==> config.mk <==
export PLATFORM = sky130hd
export DESIGN_NAME = adder_mult_seq
export DESIGN_NICKNAME = d
export VERILOG_FILES = /design/src/rtl/adder_mult_seq.sv
export SDC_FILE = /design/constraint.sdc
export NUM_CORES = 1
export LEC_CHECK = 0
export CAP_MARGIN = 20
export CORE_MARGIN = 5
export CORE_UTILIZATION = 38
export CTS_BUF_LIST = sky130_fd_sc_hd__clkbuf_4
export CTS_CLUSTER_SIZE = 24
export DETAILED_ROUTE_END_ITERATION = 16
export GPL_TIMING_DRIVEN = 0
export PLACE_DENSITY = 0.71
export SLEW_MARGIN = 10
export SYNTH_ARGS = -nofsm -noshare
export SYNTH_HDL_FRONTEND = slang
export SYNTH_SLANG_ARGS = --single-unit
==> constraint.sdc <==
create_clock -name clk -period 1.7 [get_ports clk]
set_input_delay 0.34 -clock clk [delete_from_list [all_inputs] [get_ports clk]]
set_output_delay 0.34 -clock clk [all_outputs]
set_load 0.01 [all_outputs]
==> src/rtl/adder_mult_seq.sv <==
// adder_mult_seq: shift-add multiplier sharing one external ADD_W adder.
// Ports: clk/rst, start/mcand/mplier in, ready/busy/done/product/ovf out,
//   add_a/add_b/add_cin to the adder, add_sum/add_cout from the adder.
module adder_mult_seq #(
  parameter int ADD_W = 11,
  parameter int W_M   = 5,
  parameter int W_Q   = 6
) (
  input  logic             clk,
  input  logic             rst,
  input  logic             start,
  input  logic [W_M-1:0]   mcand,
  input  logic [W_Q-1:0]   mplier,
  output logic             ready,
  output logic             busy,
  output logic             done,
  output logic [ADD_W-1:0] product,
  output logic             ovf,
  output logic [ADD_W-1:0] add_a,
  output logic [ADD_W-1:0] add_b,
  output logic             add_cin,
  input  logic [ADD_W-1:0] add_sum,
  input  logic             add_cout
);

  localparam int CW = (W_Q > 1) ? $clog2(W_Q) : 1;

  if (W_M + W_Q > ADD_W) begin : g_width_chk
    $fatal(1, "adder_mult_seq: W_M + W_Q exceeds ADD_W");
  end

  typedef enum logic [1:0] {
    IDLE = 2'd0,
    RUN  = 2'd1,
    DONE = 2'd2
  } state_t;

  state_t           state;
  state_t           state_nxt;
  logic [ADD_W-1:0] m_reg;
  logic [W_Q-1:0]   q_reg;
  logic [ADD_W-1:0] acc;
  logic [CW-1:0]    cnt;
  logic             last;
  logic             accept;

  assign last   = (cnt == CW'(W_Q - 1));
  assign accept = (state == IDLE) && start;

  always_comb begin
    state_nxt = state;
    ready     = 1'b0;
    busy      = 1'b0;
    done      = 1'b0;
    add_a     = '0;
    add_b     = '0;
    add_cin   = 1'b0;
    unique case (state)
      IDLE: begin
        ready = 1'b1;
        if (start) state_nxt = RUN;
      end
      RUN: begin
        busy  = 1'b1;
        add_a = acc;
        // zero multiplier bits still add 0 so latency is fixed
        if (q_reg[cnt]) add_b = m_reg << cnt;
        if (last) state_nxt = DONE;
      end
      DONE: begin
        busy      = 1'b1;
        done      = 1'b1;
        state_nxt = IDLE;
      end
      default: state_nxt = IDLE;
    endcase
  end

  always_ff @(posedge clk) begin
    if (rst) begin
      state   <= IDLE;
      m_reg   <= '0;
      q_reg   <= '0;
      acc     <= '0;
      cnt     <= '0;
      ovf     <= 1'b0;
      product <= '0;
    end else begin
      state <= state_nxt;
      if (accept) begin
        m_reg <= ADD_W'(mcand);
        q_reg <= mplier;
        acc   <= '0;
        cnt   <= '0;
        ovf   <= 1'b0;
      end else if (state == RUN) begin
        acc <= add_sum;
        // carry-out can only appear with a faulty adder
        ovf <= ovf | add_cout;
        cnt <= cnt + CW'(1);
        if (last) product <= add_sum;
      end
    end
  end

endmodule

==> flow_summary.toml <==
[finish]
utilization_pct = 62.8
fraction_of_final_layout_cells_sized_beyond_drive_strength_1_pct = 36.1
layout_commonest_cell = "sky130_fd_sc_hd__clkdlybuf4s50_1"
antennaDiodeCount = 0
final_cell_mix = "36 x sky130_fd_sc_hd__clkdlybuf4s50_1, 34 x sky130_fd_sc_hd__dfxtp_1, 28 x sky130_fd_sc_hd__nand2_1"
finalNonFillerCells = 402
final_nets = 363
area.growth.synth_to_final_pct = 62.6

[sta]
finalWorstPathRequiredPeriod_ps = 2230
clock-skew-final_ps = 8.80
fmax_mhz = 448
worst_hold_slack_ps = 324
finalHoldViolations = 0
final.setup.worst_slack_ps = -534
worst_tran_pin_value_ps = 521
final_min_period_over_clock_period_pct = 131
rsz0062_at_grt = "yes"
worst_slew_margin_rel_pct = 65.3
final_max_slew_viol_count = 0
setup_viol_count_final = 21
setup_tns_ps = -7020

[worst_setup_path]
cp_data_arrival_time_ps = 1890
worst-setup-path-type = "register to output pin"
timing.critical_path.from_type = "register"
critical_path_depth = 8
worst-path-max-fanout = 4
cp.required_ps = 1360
crit_start = "state[1]"
timing.critical_path.slowest_stage_cell = "sky130_fd_sc_hd__dfxtp_2"
worstReg2RegStart = "state[1]"
critPathBufInv = 4
worst-r2r-cell-count = 10
timing.critical_path.slowest_cell_delay_ps = 370
cp_cell_sequence = "inv_4 > ha_4 > and3b_1 > a222oi_1 > buf_4 > buf_6 > a221oi_2 > buf_2"
crit_family = "buffers and inverters"
crit_path_end_kind = "output pin"

[power]
seq_power_share_pct = 45.5
total_switching_power_w = 0.000681
netSwitchingFraction_pct = 30.9
clockPowerShare_pct = 22.2
internal-power_w = 0.00152
share_of_power_burned_in_combinational_logic_pct = 32.4
p_leak_nw = 1.26
vdd_ir_drop_max_v = 0.000443
power_w = 0.00220
power.density_nw_per_um2 = 696

[die]
die_width_um = 81.6
die_y_um = 81.6
std_cell_rows = 26
floorplan.core_area_um2 = 5040
initial_cell_density_of_the_core_pct = 38.6
die-area_um2 = 6650
io-pin-count = 64

[place]
io_buffer_count = 60
place_hpwl_um = 3940
dp_cells = 365
routabilityCongestion = 0.854

[logic_synthesis]
synthesis.yosys.warnings = 0
synth_cell_type_count = 34
total_standard_cell_area_after_synthesis_um2 = 1950
synth_top_cell_by_area = "sky130_fd_sc_hd__dfxtp_1"
synth_top_flop_cell = "sky130_fd_sc_hd__dfxtp_1"
synth.top_cell.area_share_pct = 40.1
syn_area_per_cell_um2 = 8.31
synth_area_leaders = "sky130_fd_sc_hd__dfxtp_1 40%, sky130_fd_sc_hd__a21oi_1 6.7%, sky130_fd_sc_hd__mux2i_1 6.7%, sky130_fd_sc_hd__nand2_1 5.6%, sky130_fd_sc_hd__mux2_2 4.1%"
synth-edff-count = 0
postSynthRegisterBits = 39
synth_sequential_area_ratio_pct = 40.1
async_reset_ff_share_pct = 0
count_of_mapped_cells_out_of_synthesis = 234

[routing]
drt_iter0_drc = 63
dr_total_vias = 2006
drt-total-wl_um = 5980
maxUsedRoutingLayer = "met4"
antenna_violating_nets_post_route = 0
met1_length_um = 2460
wl_met3_um = 507
met2_wirelength_um = 2930
drt_drc_violations_left = 0
detail_route.wl_per_cell_um = 14.9
firstDrtPassIters = 4
detail_route.vias_per_cell = 4.99

[cts]
clk_transition_reported_paths_ps = 130
clkLatencyLatePin_ps = 360
cts_tree = "done"
cts_hold_buffers = 0
clock-root-buffer = "sky130_fd_sc_hd__clkbuf_4"
cts-buffers-inserted = 5
max-clock-path-buffers = 2
htreeDepth = 2
clock_sinks = 39

[outcome]
outcome = "finished with violations"
failed_checks = "setup timing"

[grt]
grt.overflow.total = 0
grt_antenna_before_repair = 0
grt_max_degree = 14
first_global_vias = 1940
grt_util_all_layers_pct = 17.7
grt_first_pass_wirelength_um = 9090

[flow_run]
cap_violations = 0

[min_path]
hold_path.class = "input port to register"
timing.hold.worst.start = "rst"
worst_hold_path_depth = 2
[what timing repair did]
item	in CTS	in global routing
resized for setup	150	51
buffers inserted	19	9
setup endpoints to repair	45	50
pin swaps	7	2
gates cloned	1	1
[cell type report]
type,instances,area [µm²]
clock inverter,3,20.0
clock buffer,5,37.5
inverter,5,21.3
sequential,39,790
buffer,20,184
fill,444,1880
timing repair buffer,89,826
tap,70,87.6
multi-input combinational,171,1200
[worst register-to-register path: cells and delay by family, from the launching register on]
| kind | cells | cell delay [ps] |
|---|---|---|
| simple gates | 1 | 60 |
| fa+ha+maj | 1 | 160 |
| xor+xnor | 1 | 180 |
| flops | 1 | 370 |
| buf+inv | 7 | 780 |
[logic make-up after synthesis]
logic type	count (synthesis)	share of synthesized area [%]
simple gates	89	22.5
compound gates	51	15.2
mux	21	11.5
fa+ha+maj	6	3.86
flops	39	40.1
xor+xnor	2	0.900
other cells	1	0.193
buf+inv	25	5.66
[Yosys cell counts, types with 2 or more instances]
cell / count
sky130_fd_sc_hd__xnor2_1: 2
sky130_fd_sc_hd__inv_1: 5
sky130_fd_sc_hd__and3b_1: 2
sky130_fd_sc_hd__dfxtp_1: 39
sky130_fd_sc_hd__buf_4: 2
sky130_fd_sc_hd__clkbuf_1: 11
sky130_fd_sc_hd__a21oi_1: 26
sky130_fd_sc_hd__a31oi_1: 2
sky130_fd_sc_hd__mux2_2: 7
sky130_fd_sc_hd__a221oi_1: 2
sky130_fd_sc_hd__a21o_1: 2
sky130_fd_sc_hd__nand2b_1: 2
sky130_fd_sc_hd__nand3b_1: 3
sky130_fd_sc_hd__nand2_1: 29
sky130_fd_sc_hd__mux2i_1: 13
sky130_fd_sc_hd__a211oi_1: 4
sky130_fd_sc_hd__ha_1: 6
sky130_fd_sc_hd__nor3b_1: 3
sky130_fd_sc_hd__o21ai_0: 11
sky130_fd_sc_hd__buf_2: 7
sky130_fd_sc_hd__and2_1: 12
sky130_fd_sc_hd__nor2_1: 19
sky130_fd_sc_hd__nand3_1: 14
[final timing paths]
check / to / slack (ps)
setup / recovery: add_b[5] / -530
setup reg to reg: cnt[0] / 50
hold / removal: q_reg[2] / 320
hold reg to reg: q_reg[3] / 470
[routing by layer]
layer	vias up	global-route usage (%)
met1	927	21.5
met5	-	0
met4	0	6.59
met2	71	28.9
met3	9	6.03
li1	999	-
[power groups by stage]
stage	Sequential, W	Combinational [W]	Clock (W)
after floorplan	0.00100	0.000300	0
after global placement	0.00101	0.000453	0
after detailed placement	0.00101	0.000461	0
after CTS	0.000997	0.000621	0.000491
after global routing	0.00101	0.000773	0.000531
final	0.00100	0.000713	0.000488
[stage by stage]
step                area [µm²]  setup slack (ps)
floorplan                 1970             -24.4
global placement          2660              -672
detailed placement        2660              -688
CTS                       2950              -531
global route              3160              -624
finish                    3160              -534
No activity file was read; power rests on OpenSTA's default activity.
==> patch 1 (config.mk and constraints unchanged) <==
Register the output `ovf` once more, with the module's reset; this adds one clock of latency there. The other outputs are not delayed to match.
--- a/src/rtl/adder_mult_seq.sv
+++ b/src/rtl/adder_mult_seq.sv
@@ -25,4 +25,6 @@
 
   localparam int CW = (W_Q > 1) ? $clog2(W_Q) : 1;
+
+  logic ovf_s0;
 
   if (W_M + W_Q > ADD_W) begin : g_width_chk
@@ -84,5 +86,5 @@
       acc     <= '0;
       cnt     <= '0;
-      ovf     <= 1'b0;
+      ovf_s0  <= 1'b0;
       product <= '0;
     end else begin
@@ -93,9 +95,9 @@
         acc   <= '0;
         cnt   <= '0;
-        ovf   <= 1'b0;
+        ovf_s0 <= 1'b0;
       end else if (state == RUN) begin
         acc <= add_sum;
         // carry-out can only appear with a faulty adder
-        ovf <= ovf | add_cout;
+        ovf_s0 <= ovf_s0 | add_cout;
         cnt <= cnt + CW'(1);
         if (last) product <= add_sum;
@@ -104,4 +106,12 @@
   end
 
+  always_ff @(posedge clk) begin
+    if (rst) begin
+      ovf <= '0;
+    end else begin
+      ovf <= ovf_s0;
+    end
+  end
+
 endmodule
 
Check against the original RTL: not equivalent (Yosys sat finds a counterexample within 4 cycles, from zero or initial values and one cycle with rst high).
==> patch 1 against the original RTL <==
  * The flow still finishes with violations (setup timing)
  * Sequential cell count rose by 1
  * Worst hold slack better by 0.024 ns
  * Synthesized cell count up 0.85%
  * Cell area is 2.8% lower
  * Power down 1.1%
  * Critical path depth is the same
  * Wire length decreased by 0.57%
  * Critical path type unchanged
  * Setup slack lost 0.00051 ns
  * Clock power increased by 4.7%
  * Sequential share of layout area up 1.5 points
  * Synthesized area grew 1.4%
==> patch 1: results (changes against the original RTL) <==
- Final #Nets: 362 (-0.28%)
- Max IR drop VDD: 0.0004766 V (+7.7%)
- Via density: 4.978 (-0.25%)
- # rows: 26 (unchanged)
- First-pass GRT wire length: 9.384 mm (+3.3%)
- DR iter-0 viols: 110 (+75%)
- Worst Slack Setup Final: -0.5344 ns (-0.0005070 ns)
- DR WL met3: 438 um (-14%)
- Final clock-cell share: 1.993% (+0.17 points)
- GRT Util Overall: 17.97% (+0.25 points)
- DP HPWL: 3.954 mm (+0.34%)
- GRT met1 Usage: 21.71% (+0.20 points)
- #MultiIn Comb: 172 (+0.58%)
- Fin cells: 401 (-0.25%)
- Seq cells: 40 (+2.6%)
- Status: complete, but fails checks
- Multi-input gate area: 1169 sq um (-2.5%)
- Dpl cell area: 2684 sq um (+0.99%)
- XOR/XNOR share of the synthesized area: 0.8883% (-0.012 points)
- Proportion of synthesized area in mux cells: 11.36% (-0.15 points)
- Count of different cell masters after synthesis: 36 (+5.9%)
- Share of cells above drive strength 1: 33.23% (-2.9 points)
- Initial antenna violation count: 0 (unchanged)
- # setup viols final: 21 (unchanged)
- Clock insertion delay at the later pin of the skew report: 0.34 ns (-0.02 ns)
- Placed Instances: 367 (+0.55%)
- Top post-synthesis cells by area: dfxtp_1 (41%), a21oi_1 (6.6%), mux2i_1 (6.6%)
- CLK BUF: 7 (+2)
- Met3 GRT Util: 5.921% (-0.11 points)
- Setup Skew: 0.01334 ns (+0.004535 ns)
- Signal buf overhead: 30.07% (-1.8 points)
- Worst Tran Pin Value: 0.5228 ns (+0.002057 ns)
- Top post-synthesis cells by count: dfxtp_1 (40), nand2_1 (29), a21oi_1 (26)
- GPL Wtd Cong: 0.8614 (+0.88%)
- Comb power frac: 29.4% (-3.0 points)
- Largest net degree at the start of global routing: 13 (-1)
- P_leak: 1.238 nW (-1.5%)
- Compound-gate portion of the synthesized area: 15.04% (-0.20 points)
- Comb group: 0.000640 W (-10%)
- Failing checks: setup timing
- Switching Power: 0.0006483 W (-4.8%)
- Avg Cell Area, Syn: 8.355 sq um (+0.49%)
- # fillers: 451 (+1.6%)
- Clock power share: 23.5% (+1.3 points)
- Vias in the first global route: 1985 (+2.3%)
- M1 wire length: 2.541 mm (+3.4%)
- Met2 Usage GRT: 30.94% (+2.0 points)
- Bufs w/o clock: 106 (-2.8%)
- Sequential-to-total area share from yosys stat: 40.61% (+0.48 points)
-- patch 1: repair_timing --
item / 4_1_cts / 5_1_grt
endpoints found under the setup margin: 44 / 52
pin swaps: 6 / 5
buffers inserted: 22 / 4
gates cloned: 2 / 0
hold buffers: 0 / 0
gates resized for setup: 129 / 47
-- patch 1: worst paths after layout --
| kind | slack, ns | cells past startpoint | startpoint | to |
|---|---|---|---|---|
| min reg2reg | 0.47 | 2 | q_reg[1] | q_reg[1] |
| max | -0.53 | 8 | state[1] | add_b[5] |
| min | 0.35 | 2 | rst | ovf |
| max reg2reg | 0.11 | 8 | cnt[1] | product[6] |
-- patch 1: stage by stage --
stage	setup WS (ns)	TNS [ns]
2_1_floorplan	-0.02442	-0.03229
3_3_place_gp	-0.6708	-13.10
3_5_place_dp	-0.6909	-14.06
4_1_cts	-0.5093	-6.032
5_1_grt	-0.6100	-8.465
6_report	-0.5344	-7.016
==> patch 2 (same flow settings) <==
Made on the original files. Change the parameter `W_Q` from 6 to 3.
--- a/src/rtl/adder_mult_seq.sv
+++ b/src/rtl/adder_mult_seq.sv
@@ -5,5 +5,5 @@
   parameter int ADD_W = 11,
   parameter int W_M   = 5,
-  parameter int W_Q   = 6
+  parameter int W_Q   = 3
 ) (
   input  logic             clk,
Ports: changed (resized mplier); port bits go from 64 to 61. No check against the original RTL was run, so the function may have changed too.
==> patch 2 against the original RTL <==
  * The run still ends with setup timing left
  * Cell count down 18%
  * First-iteration DRC count unchanged
  * Setup slack better by 0.28 ns
  * Sequential cell count fell by 4
  * Cell area is 21% lower
  * Global-route usage down 2.4 points
  * Via count decreased by 20%
  * Synthesized area fell by 14%
  * Critical path depth decreased by 2
  * Power decreased by 9.8%
  * Wire length down 25%
  * Combinational power down 14%
  * Count of clock-buffer cells in the layout stayed put
  * Largest power group unchanged
==> patch 2: results (changes against the original RTL) <==
- Slew HR: 65.18% (-0.11 points)
- Setup Skew: 0.01030 ns (+0.001498 ns)
- Via density: 4.858 (-2.7%)
- Worst EP arrival: 1.62 ns (-0.27 ns)
- Clk slew on worst S/H paths: 0.11 ns (-0.02 ns)
- Hold Path Class: reg2reg
- Worst Slack Setup Final: -0.2585 ns (+0.2754 ns)
- Internal: 0.001349 W (-11%)
- Sequential power share: 45.7% (+0.2 points)
- Final #Nets: 305 (-16%)
- GRT Util Overall: 15.36% (-2.4 points)
- Comb power frac: 30.8% (-1.6 points)
- Avg Cell Area, Syn: 8.436 sq um (+1.5%)
- First-pass GRT wire length: 7.458 mm (-18%)
- Fin Setup TNS: -1.704 ns (+5.320 ns)
- Max IR drop VDD: 0.0004005 V (-9.5%)
- Clock insertion delay at the later pin of the skew report: 0.36 ns (about the same)
- Tot Pwr: 0.001986 W (-9.8%)
- Total Wirelength: 4.510 mm (-25%)
- DP HPWL: 3.246 mm (-18%)
- Share of cells above drive strength 1: 28.06% (-8.1 points)
- Port Buffers: 55 (-8.3%)
- Top post-synthesis cells by area: dfxtp_1 (42%), mux2i_1 (7.2%), a21oi_1 (6.9%)
- Vias: 1603 (-20%)
- P_leak: 1.023 nW (-19%)
- H-tree levels: 2 (unchanged)
- # setup viols final: 17 (-19%)
- DR iter-0 viols: 63 (unchanged)
- # fillers: 424 (-4.5%)
- GPL Wtd Cong: 0.7493 (-12%)
- Count of different cell masters after synthesis: 31 (-8.8%)
- Top post-synthesis cells by count: dfxtp_1 (35), a21oi_1 (23), nand2_1 (20)
- Largest net degree at the start of global routing: 13 (-1)
- Crit path max fanout: 8 (+4)
- Status: complete, but fails checks
- Dpl cell area: 2307 sq um (-13%)
- Initial antenna violation count: 0 (unchanged)
- Place WS: -0.5424 ns (+0.1454 ns)
- Sequential-to-total area share from yosys stat: 41.95% (+1.8 points)
- Failing checks: setup timing
-- patch 2: changes by cell type in the layout (fill, tap and decap cells not counted), sizes merged, moves of 3 or more --
| cell | delta |
|---|---|
| dfxtp | -4 |
| mux2 | -5 |
| buf | -16 |
| nand2 | -9 |
| conb | +3 |
-- patch 2: worst paths after layout --
kind	endpoint	cells after the start	slack, ns	from
min reg2reg	ovf	2	0.48	ovf
max reg2reg	product[4]	8	0.10	state[1]
max	add_b[4]	6	-0.26	cnt[1]
min	ovf	2	0.48	ovf
-- patch 2: layer usage --
metal	track usage (%)	up-vias	wire, um
met3	6.028	5	324
met2	24.40	42	2158
met1	19.29	743	1983
met5	0	-	0
li1	-	813	-
met4	4.196	0	44
-- patch 2: cells by family after synthesis --
group	count (synthesis)	share of synthesized area, %
buffers and inverters	24	7.715
AO/OA/AOI/OAI	40	13.26
flip-flops	35	41.95
XOR/XNOR	1	0.5244
multiplexers	15	9.438
AND/OR/NAND/NOR	77	23.15
adder cells (fa/ha/maj)	5	3.745
other	1	0.2245
-- patch 2: area by class of cell --
type	instances	area, sq um	area share (%)
buffer	18	130.1	5.179
clock buffer	5	37.54	1.494
clock inverter	3	20.02	0.7968
inverter	4	15.01	0.5976
multi-input combinational	143	905.9	36.06
sequential	35	704.4	28.04
tap	52	65.06	2.590
timing repair buffer	70	634.4	25.25
-- patch 2: critical path: stages (launching register included) --
cell	delay [ns]
dfxtp_2	0.34
buf_6	0.13
and3b_2	0.25
a21oi_4	0.04
buf_4	0.14
nor4b_2	0.20
buf_2	0.17
-- patch 2: timing repair --
action | in CTS | in global routing
hold endpoints to repair | 0 | 0
setup endpoints to repair | 21 | 30
pin swaps | 4 | 1
hold buffers | 0 | 0
gates resized for setup | 102 | 27
cloned | 1 | 0
buffers inserted | 10 | 6
